===== src/rtl/rd3_in_commutator_pkg.sv =====
// Shared types and constants for the radix-3 input commutator.
// Used by the commutator RTL and by its testbench.
package rd3_in_commutator_pkg;

  localparam int SIGN_BIT_DEF = 1;
  localparam int INT_BIT_DEF  = 6;
  localparam int FLT_BIT_DEF  = 6;

  function automatic int calc_dw(input int sign_bit, input int int_bit, input int flt_bit);
    return sign_bit + int_bit + flt_bit;
  endfunction

  localparam int DW_DEF = calc_dw(SIGN_BIT_DEF, INT_BIT_DEF, FLT_BIT_DEF);

  typedef enum logic {
    IDLE = 1'b0,
    RUN  = 1'b1
  } state_t;

  typedef enum logic [1:0] {
    SEG0 = 2'd0,
    SEG1 = 2'd1,
    SEG2 = 2'd2
  } seg_t;

  typedef struct packed {
    logic [DW_DEF-1:0] re;
    logic [DW_DEF-1:0] im;
  } cmplx_t;

endpackage


===== src/rtl/rd3_in_commutator_if.sv =====
// Serial sample input and parallel triple output of the radix-3 input commutator.
interface rd3_in_commutator_if #(
  parameter int DW    = 13,
  parameter int IDX_W = 4
);
  logic             din_vld;
  logic             din_sof;
  logic [DW-1:0]    din_re;
  logic [DW-1:0]    din_im;
  logic [DW-1:0]    out1_re;
  logic [DW-1:0]    out1_im;
  logic [DW-1:0]    out2_re;
  logic [DW-1:0]    out2_im;
  logic [DW-1:0]    out3_re;
  logic [DW-1:0]    out3_im;
  logic             do_vld;
  logic [IDX_W-1:0] do_idx;
  logic             do_sof;
  logic             err_sof;

  modport master (
    output din_vld, din_sof, din_re, din_im,
    input  out1_re, out1_im, out2_re, out2_im, out3_re, out3_im,
    input  do_vld, do_idx, do_sof, err_sof
  );

  modport slave (
    input  din_vld, din_sof, din_re, din_im,
    output out1_re, out1_im, out2_re, out2_im, out3_re, out3_im,
    output do_vld, do_idx, do_sof, err_sof
  );
endinterface


===== src/rtl/rd3_in_commutator_seg_bank.sv =====
// One frame-third sample store: single write port, combinational read port.
// Contents are intentionally not reset.
module rd3_seg_bank #(
  parameter int DEPTH = 9,
  parameter int WIDTH = 26,
  parameter int AW    = 4
) (
  input  logic             clk,
  input  logic             wr_en,
  input  logic [AW-1:0]    wr_addr,
  input  logic [WIDTH-1:0] wr_data,
  input  logic [AW-1:0]    rd_addr,
  output logic [WIDTH-1:0] rd_data
);

  logic [WIDTH-1:0] mem_r [DEPTH];

  // Sample write into the addressed slot.
  always_ff @(posedge clk) begin
    if (wr_en) begin
      mem_r[wr_addr] <= wr_data;
    end
  end

  assign rd_data = mem_r[rd_addr];

endmodule


===== src/rtl/rd3_in_commutator.sv =====
// Radix-3 input commutator: buffers thirds 0 and 1 of a frame and, during
// third 2, presents x[k], x[k+SEG_LEN], x[k+2*SEG_LEN] in parallel.
module rd3_in_commutator
  import rd3_in_commutator_pkg::*;
#(
  parameter int SIGN_BIT = 1,
  parameter int INT_BIT  = 6,
  parameter int FLT_BIT  = 6,
  parameter int SEG_LEN  = 9,
  parameter int IDX_W    = 4
) (
  input  logic clk,
  input  logic n_rst,
  rd3_in_commutator_if.slave bus
);

  localparam int DW = calc_dw(SIGN_BIT, INT_BIT, FLT_BIT);
  localparam logic [IDX_W-1:0] IDX_LAST = IDX_W'(SEG_LEN - 1);

  state_t           state_r;
  seg_t             seg_r;
  logic [IDX_W-1:0] idx_r;

  logic             start_s, accept_s, abort_s;
  logic             wr_a_s, wr_b_s, emit_s;
  seg_t             eff_seg_s, next_seg_s;
  logic [IDX_W-1:0] eff_idx_s, next_idx_s;
  logic [2*DW-1:0]  din_s, rd_a_s, rd_b_s;

  logic [DW-1:0]    out1_re_r, out1_im_r, out2_re_r, out2_im_r, out3_re_r, out3_im_r;
  logic             do_vld_r, do_sof_r, err_sof_r;
  logic [IDX_W-1:0] do_idx_r;

  assign din_s = {bus.din_re, bus.din_im};

  // A start-of-frame sample (new or aborting) is handled as position (SEG0, 0).
  always_comb begin
    start_s  = bus.din_vld & bus.din_sof &
               ((state_r == IDLE) | (seg_r != SEG0) | (idx_r != '0));
    accept_s = bus.din_vld & ((state_r == RUN) | bus.din_sof);
    abort_s  = start_s & (state_r == RUN);
    if (start_s) begin
      eff_seg_s = SEG0;
      eff_idx_s = '0;
    end else begin
      eff_seg_s = seg_r;
      eff_idx_s = idx_r;
    end
    wr_a_s = accept_s & (eff_seg_s == SEG0);
    wr_b_s = accept_s & (eff_seg_s == SEG1);
    emit_s = accept_s & (eff_seg_s == SEG2);
    if (eff_idx_s == IDX_LAST) begin
      next_idx_s = '0;
      case (eff_seg_s)
        SEG0:    next_seg_s = SEG1;
        SEG1:    next_seg_s = SEG2;
        default: next_seg_s = SEG0;
      endcase
    end else begin
      next_idx_s = eff_idx_s + IDX_W'(1);
      next_seg_s = eff_seg_s;
    end
  end

  rd3_seg_bank #(.DEPTH(SEG_LEN), .WIDTH(2*DW), .AW(IDX_W)) u_bank_a (
    .clk(clk), .wr_en(wr_a_s), .wr_addr(eff_idx_s), .wr_data(din_s),
    .rd_addr(eff_idx_s), .rd_data(rd_a_s)
  );

  rd3_seg_bank #(.DEPTH(SEG_LEN), .WIDTH(2*DW), .AW(IDX_W)) u_bank_b (
    .clk(clk), .wr_en(wr_b_s), .wr_addr(eff_idx_s), .wr_data(din_s),
    .rd_addr(eff_idx_s), .rd_data(rd_b_s)
  );

  // Frame sequencing and registered triple outputs.
  always_ff @(posedge clk) begin
    if (n_rst) begin
      state_r   <= IDLE;
      seg_r     <= SEG0;
      idx_r     <= '0;
      out1_re_r <= '0;
      out1_im_r <= '0;
      out2_re_r <= '0;
      out2_im_r <= '0;
      out3_re_r <= '0;
      out3_im_r <= '0;
      do_vld_r  <= 1'b0;
      do_idx_r  <= '0;
      do_sof_r  <= 1'b0;
      err_sof_r <= 1'b0;
    end else begin
      err_sof_r <= abort_s;
      do_vld_r  <= emit_s;
      if (accept_s) begin
        state_r <= RUN;
        seg_r   <= next_seg_s;
        idx_r   <= next_idx_s;
      end
      if (emit_s) begin
        out1_re_r <= rd_a_s[2*DW-1:DW];
        out1_im_r <= rd_a_s[DW-1:0];
        out2_re_r <= rd_b_s[2*DW-1:DW];
        out2_im_r <= rd_b_s[DW-1:0];
        out3_re_r <= bus.din_re;
        out3_im_r <= bus.din_im;
        do_idx_r  <= eff_idx_s;
        do_sof_r  <= (eff_idx_s == '0);
      end
    end
  end

  assign bus.out1_re = out1_re_r;
  assign bus.out1_im = out1_im_r;
  assign bus.out2_re = out2_re_r;
  assign bus.out2_im = out2_im_r;
  assign bus.out3_re = out3_re_r;
  assign bus.out3_im = out3_im_r;
  assign bus.do_vld  = do_vld_r;
  assign bus.do_idx  = do_idx_r;
  assign bus.do_sof  = do_sof_r;
  assign bus.err_sof = err_sof_r;

endmodule


===== src/flat_wrapper.sv =====
// flat-port wrapper written by rule: the top's interface ports become plain ports
module rd3_in_commutator_flat import rd3_in_commutator_pkg::*;
#(
  parameter int SIGN_BIT = 1,
  parameter int INT_BIT  = 6,
  parameter int FLT_BIT  = 6,
  parameter int SEG_LEN  = 9,
  parameter int IDX_W    = 4
)
  (clk, n_rst, bus_din_vld, bus_din_sof, bus_din_re, bus_din_im, bus_out1_re, bus_out1_im, bus_out2_re, bus_out2_im, bus_out3_re, bus_out3_im, bus_do_vld, bus_do_idx, bus_do_sof, bus_err_sof);
  rd3_in_commutator_if #(.DW((13)), .IDX_W(IDX_W)) bus_i ();
  input  logic clk;
  input  logic n_rst;
  input wire logic [$bits(bus_i.din_vld)-1:0] bus_din_vld;
  input wire logic [$bits(bus_i.din_sof)-1:0] bus_din_sof;
  input wire logic [$bits(bus_i.din_re)-1:0] bus_din_re;
  input wire logic [$bits(bus_i.din_im)-1:0] bus_din_im;
  output wire logic [$bits(bus_i.out1_re)-1:0] bus_out1_re;
  output wire logic [$bits(bus_i.out1_im)-1:0] bus_out1_im;
  output wire logic [$bits(bus_i.out2_re)-1:0] bus_out2_re;
  output wire logic [$bits(bus_i.out2_im)-1:0] bus_out2_im;
  output wire logic [$bits(bus_i.out3_re)-1:0] bus_out3_re;
  output wire logic [$bits(bus_i.out3_im)-1:0] bus_out3_im;
  output wire logic [$bits(bus_i.do_vld)-1:0] bus_do_vld;
  output wire logic [$bits(bus_i.do_idx)-1:0] bus_do_idx;
  output wire logic [$bits(bus_i.do_sof)-1:0] bus_do_sof;
  output wire logic [$bits(bus_i.err_sof)-1:0] bus_err_sof;
  assign bus_i.din_vld = bus_din_vld;
  assign bus_i.din_sof = bus_din_sof;
  assign bus_i.din_re = bus_din_re;
  assign bus_i.din_im = bus_din_im;
  assign bus_out1_re = bus_i.out1_re;
  assign bus_out1_im = bus_i.out1_im;
  assign bus_out2_re = bus_i.out2_re;
  assign bus_out2_im = bus_i.out2_im;
  assign bus_out3_re = bus_i.out3_re;
  assign bus_out3_im = bus_i.out3_im;
  assign bus_do_vld = bus_i.do_vld;
  assign bus_do_idx = bus_i.do_idx;
  assign bus_do_sof = bus_i.do_sof;
  assign bus_err_sof = bus_i.err_sof;
  rd3_in_commutator #(.SIGN_BIT(SIGN_BIT), .INT_BIT(INT_BIT), .FLT_BIT(FLT_BIT), .SEG_LEN(SEG_LEN), .IDX_W(IDX_W)) u_core (.clk(clk), .n_rst(n_rst), .bus(bus_i));
endmodule

===== config.mk =====
export PLATFORM = sky130hd
export DESIGN_NAME = rd3_in_commutator_flat
export DESIGN_NICKNAME = d
export VERILOG_FILES = /design/src/rtl/rd3_in_commutator_pkg.sv /design/src/rtl/rd3_in_commutator_if.sv /design/src/rtl/rd3_in_commutator_seg_bank.sv /design/src/rtl/rd3_in_commutator.sv /design/src/flat_wrapper.sv
export SDC_FILE = /design/constraint.sdc
export NUM_CORES = 1
export LEC_CHECK = 0
export ABC_AREA = 1
export CORE_UTILIZATION = 38
export CTS_CLUSTER_DIAMETER = 60
export DETAILED_ROUTE_END_ITERATION = 6
export SYNTH_ARGS = -nofsm -noshare
export SYNTH_HDL_FRONTEND = slang
export SYNTH_SLANG_ARGS = --single-unit

===== constraint.sdc =====
create_clock -name clk -period 4.6 [get_ports clk]
set_input_delay 0.92 -clock clk [delete_from_list [all_inputs] [get_ports clk]]
set_output_delay 0.92 -clock clk [all_outputs]
set_load 0.1 [all_outputs]

# Word level (Yosys, flattened, before mapping)
# Memory sizes are Yosys's and may differ from the RTL's. A register that Yosys moved wholly into a read port is not among the register bits.
# Cells that the tools add are included.
[word_totals]
input_bits = 30
reg_bits = 40
elab_cells = 39
memories = 2
output_inout_bits = 85
ram_bits = 468
[mem_list]
columns = ["memory", "words", "word_bits", "read_ports", "rd_clocked_by_memory_dff", "write_ports", "line_no", "source"]
rows = [
  ["u_core.u_bank_a.mem_r", 9, 26, 1, 1, 1, "rd3_in_commutator_seg_bank.sv:16", "logic [WIDTH-1:0] mem_r [DEPTH];"],
  ["u_core.u_bank_b.mem_r", 9, 26, 1, 1, 1, "rd3_in_commutator_seg_bank.sv:16", ""],
]
[classes]
bitwise_logic = 11
eq_ne = 3
n_addsub = 1
n_reduce_logical = 4
muxes = 9
[ops]
columns = ["op", "count"]
rows = [
  ["4-bit 2-to-1 mux", 2],
  ["1-bit bitwise AND", 7],
  ["4-bit by 1-bit adder with 4-bit output, second input constant", 1],
  ["4-bit equality test, second input constant", 1],
  ["4-bit logical NOT", 1],
  ["1-bit 2-to-1 mux", 4],
  ["2-bit 2-to-1 mux", 2],
  ["2-bit one-hot mux with 2 select lines", 1],
  ["4-bit nonzero test", 1],
  ["1-bit bitwise OR", 3],
  ["2-bit by 1-bit equality test with 1-bit output, second input constant", 1],
  ["2-bit equality test, second input constant", 1],
  ["2-bit logical NOT", 1],
  ["2-bit nonzero test", 1],
  ["1-bit NOT", 1],
]

# Depth between registers and ports, before layout
[logic_depth]
word_depth = 9
depth_mapped = 17
ltp_nobuf = 14

# By module
# A second synthesis with hierarchy kept.
[hier_totals]
hier_cells = 2291
hier_area_um2 = 23401.2
[by_module_without_submodules]
columns = ["mod", "n_inst", "seq_area_each_um2", "area_each_um2", "cells_each"]
rows = [
  ["rd3_seg_bank", 2, 7026.7, 9922.0, 926],
  ["rd3_in_commutator", 1, 1841.8, 3557.2, 439],
]

# Least setup slack after synthesis
# Ideal clock, no wire load.
[synth_path]
path_kind = "input port to flip-flop"
startpoint = "input bus_din_vld"
endpoint = "memory u_core.u_bank_a.mem_r[3][0], enable pin"
setup_ns = 0.442
arrival_ns = 3.669
cell_stages = 9
setup_slack_ns = 0.489
cell_sequence = "nand2_1 > inv_1 > nand2_4 > nand2_4 > inv_1 > buf_2 > ha_1 > inv_1 > nor3_1"
[synth_between]
word_cells_on_any_way = 9
[synth_lines]
columns = ["element", "line_no", "source"]
rows = [
  ["start: declaration", "flat_wrapper.sv:14", "input wire logic [$bits(bus_i.din_vld)-1:0] bus_din_vld;"],
  ["1-bit bitwise AND (2 in series)", "rd3_in_commutator.sv:38", "start_s = bus.din_vld & bus.din_sof &"],
  ["4-bit 2-to-1 mux", "rd3_in_commutator.sv:42", "if (start_s) begin"],
  ["via u_core.eff_idx_s[1]", "rd3_in_commutator.sv:27", "logic [IDX_W-1:0] eff_idx_s, next_idx_s;"],
  ["end: declaration", "rd3_in_commutator_seg_bank.sv:16", ""],
]
# The timed path passes the listed nets, and every way through them passes these cells.

# Final worst setup path
[layout_path]
startpoint = "input bus_din_sof"
endpoint = "memory u_core.u_bank_b.mem_r[1][18], enable pin"
[layout_between]
elab_chain_len = 7
word_cells_on_any_way = 10
[layout_rtl]
columns = ["element", "line_no", "source"]
rows = [
  ["start: declaration", "flat_wrapper.sv:15", "input wire logic [$bits(bus_i.din_sof)-1:0] bus_din_sof;"],
  ["1-bit bitwise AND (2 in series)", "rd3_in_commutator.sv:38", ""],
  ["2-bit 2-to-1 mux", "rd3_in_commutator.sv:42", ""],
  ["2-bit by 1-bit equality test with 1-bit output", "rd3_in_commutator.sv:50", "wr_b_s = accept_s & (eff_seg_s == SEG1);"],
  ["1-bit bitwise AND", "rd3_in_commutator.sv:50", ""],
  ["1-bit 2-to-1 mux", "rd3_in_commutator_seg_bank.sv:20", "if (wr_en) begin"],
  ["1-bit 2-to-1 mux (implied by the code)", "rd3_in_commutator_seg_bank.sv:21", "mem_r[wr_addr] <= wr_data;"],
  ["end: declaration", "rd3_in_commutator_seg_bank.sv:16", ""],
]
# Parallel ways exist; a longest one is shown, timed or not.

==> impl_metrics.py <==
metrics = {
    "floorplanning": {
        "placementRows": 89,
        "dieArea_um2": 61280,
        "core_um2": 59240,
        "io_pins": 115,
        "die_h_um": 247.5,
        "dieWidth_um": 247.5,
        "start_util_pct": 38.67,
    },
    "detailed_routing": {
        "routed.top_layer": "met4",
        "drtIter0Drc": 1509,
        "ant_nets": 0,
        "wl_met3_mm": 3.899,
        "totalWireLength_mm": 61.05,
        "vias": 15540,
        "wl_met2_mm": 28.88,
        "drc": 4,
        "wire_per_inst_um": 19.83,
        "vias_per_cell": 5.050,
        "met1_length_mm": 26.22,
        "drt_pass1_iterations": 7,
    },
    "clock_network": {
        "clock_sinks": 560,
        "post_cts_buffers": 0,
        "ctsLongestPathBuffers": 3,
        "clock_latency_ps": 620,
        "htreeDepth": 2,
        "cts_tree": "yes",
        "ctsHoldBuffers": 0,
        "cts_resized": 0,
        "numCtsBuffers": 60,
        "clock-root-buffer": "clkbuf_16",
        "clkSlewWorstSetupHoldPaths_ps": 60,
    },
    "timing": {
        "timing.fmax_ghz": 0.3113,
        "rsz0062_at_grt": "no",
        "fin_skew_ps": 17.18,
        "tns_ps": 0,
        "finalCritPeriodShare_pct": 69.83,
        "hold_viol_final": 0,
        "holdWs_ps": 497.4,
        "tightest_slew_ps": 1210,
        "post-route-min-period_ps": 3212,
        "drv_slew": 0,
        "finalSetupViolCount": 0,
        "slew_headroom_pct": 19.10,
    },
    "setup_path": {
        "path_class": "in -> reg",
        "critPathMaxFanout": 52,
        "crit_buf_inv": 6,
        "crit_path_cell_trace": "clkdlybuf4s50_1, nand2_1, inv_1, nand2_4, nand2_2, inv_2, nor2_4, buf_4, inv_2, nor3_2, buf_4",
        "path_delay_family": "buffers and inverters",
        "r2r_slack_ps": 1500,
        "cpPeakStageDelay_ps": 600,
        "crit_slowest_cell": "buf_4",
        "cp.required_ps": 4860,
        "reg2reg_depth": 12,
        "cp-end-kind": "flop",
        "start_kind": "input port",
        "cp.depth": 11,
        "worst_ep_arrival_time_ps": 3470,
    },
    "yosys": {
        "avgSynthCellArea_um2": 10.68,
        "ys.flop_type": "edfxtp_1",
        "yosysMostFrequentCell": "edfxtp_1",
        "netlist.area_leader.share_pct": 61.34,
        "synth_edf_count": 468,
        "synth_cell_types": 28,
        "synthTopCellsByCount": "edfxtp_1 (468), nand2_1 (438), nor2_1 (336)",
        "syn_nets": 2180,
        "syn_area_um2": 22910,
        "yosys_warnings": 0,
        "async_flop_share_pct": 0,
        "synthTopCellsByArea": "edfxtp_1 (61%), dfxtp_1 (8.0%), nand2_1 (7.2%), nor2_1 (5.5%), nand3_1 (3.7%)",
        "yosys_register_bits": 560,
        "ys_seq_area_share_pct": 69.38,
        "netlist_instances": 2146,
        "yosysTopAreaCell": "edfxtp_1",
    },
    "grt": {
        "grt_max_degree": 196,
        "grt_pass1_vias": 15420,
        "grt_pass1_wl_mm": 92.83,
        "antenna_found_initial": 1,
        "grt_use_total_pct": 20.15,
        "grt-ovfl-total": 0,
    },
    "layout": {
        "finalNetCount": 2285,
        "drive_gt1_share_pct": 7.990,
        "multiInputGateArea_um2": 5801,
        "final_area_um2": 26950,
        "seqCellArea_um2": 15900,
        "nFillCells": 5487,
        "post-route-util_pct": 45.49,
        "area.growth.synth_to_final_pct": 17.63,
    },
    "placement": {
        "post_dp_cell_area_um2": 25010,
        "port_buffers": 114,
        "gp_congestion": 0.8620,
        "dp_hpwl_mm": 34.58,
    },
    "power_and_ir_drop": {
        "p_per_area_nw_per_um2": 401.4,
        "vdd_drop_max_mv": 0.2958,
        "total_leakage_power_uw": 0.01063,
    },
    "job": {
        "drv_cap": 0,
    },
    "hold_path": {
        "min_path_cells": 2,
        "min_path_type": "reg -> reg",
    },
    "outcome": {
        "violations": "DRC",
        "status": "finished with violations",
    },
}
-- where the power goes --
part	leakage, µW	internal (µW)	switching [µW]	total [µW]
sequential	0.00496	5520	9.13	5530
clock	0.000961	2680	2000	4670
combinational	0.00471	156	453	609
-- layout make-up --
| type | count | share of cell area, % |
|---|---|---|
| clock buffers | 86 | 6.393 |
| repair buffers | 165 | 5.915 |
| clock inverters | 28 | 0.7939 |
| diodes | 2 | 0.01857 |
| flip-flops and latches | 560 | 59.00 |
| inverters | 199 | 2.772 |
| multi-input cells | 1265 | 21.52 |
| well taps | 773 | 3.589 |
-- through the flow --
stage / cells / total power [µW] / setup slack (ps)
finish: 3078 / 10820 / 1388
global route: 3076 / 11170 / 1220
CTS: 3076 / 10930 / 1398
detailed placement: 2962 / 6256 / 758.4
global placement: 2962 / 6252 / 779.5
floorplan: 2146 / 6000 / 488.9
-- cells by family (layout without fill, tap and decap cells) --
| logic type | after synthesis | in the layout | share of synthesized area (%) |
|---|---|---|---|
| adders and majority gates | 4 | 4 | 0.2185 |
| DFF | 560 | 560 | 69.38 |
| AOI/OAI and AO/OA | 188 | 188 | 4.140 |
| buffers and inverters | 321 | 478 | 5.772 |
| and+or+nand+nor | 1073 | 1073 | 20.49 |
| other | 0 | 2 | 0 |
-- cells in the final DEF (no fill, tap or decap), types with 2 or more instances in the layout --
master	synthesis	layout
a21oi_1	55	55
buf_12	0	6
buf_4	11	45
clkbuf_1	48	17
clkbuf_16	0	63
clkbuf_8	0	6
clkdlybuf4s50_1	0	113
clkinv_1	1	5
clkinv_2	0	15
clkinv_8	0	3
dfxtp_1	92	91
diode_2	0	2
edfxtp_1	468	468
ha_1	4	4
inv_1	191	191
inv_2	7	7
inv_8	0	2
nand2_1	438	438
nand2_2	3	3
nand2_8	0	2
nand3_1	171	171
nand3b_1	99	99
nor2_1	336	332
nor2_2	2	4
nor2_4	2	4
nor3_1	16	2
nor3_2	0	14
o21ai_0	103	103
o21ai_1	28	28
-- final timing paths --
| check | from | to |
|---|---|---|
| setup reg to reg | u_core.idx_r[1] | u_core.u_bank_b.mem_r[1][18] |
| setup / recovery | bus_din_sof | u_core.u_bank_b.mem_r[1][18] |
| hold reg to reg | u_core.idx_r[3] | u_core.idx_r[3] |
| hold / removal | u_core.idx_r[3] | u_core.idx_r[3] |
-- worst reg2reg max path, stage by stage (launching register included) --
cell and delay, ps:
dfxtp_1 530, inv_2 90, nand2_1 80, nor2_1 40, nand2_1 110, nand2_4 150
nand2_2 140, inv_2 70, nor2_4 100, buf_4 600, inv_2 230, nor3_2 170
buf_4 430
-- flip-flops by register name (all words and copies together) (netlist names) --
signal	count
u_core.bus.out2_re	13
u_core.bus.out1_im	13
u_core.bus.do_vld	1
u_core.bus.out3_im	13
u_core.u_bank_a.mem_r	234
u_core.idx_r	4
u_core.state_r	1
u_core.bus.out2_im	13
u_core.bus.do_sof	1
u_core.bus.out3_re	13
u_core.bus.err_sof	1
u_core.seg_r	2
u_core.u_bank_b.mem_r	234
u_core.bus.out1_re	13
u_core.bus.do_idx	4
-- routing by layer --
layer / vias to the layer above / global-route usage [%]
met2: 490 / 33.45
met4: 0 / 7.813
met1: 7569 / 26.46
met5: - / 0
met3: 116 / 3.157
li1: 7369 / -
No activity file was read; power rests on OpenSTA's default activity.
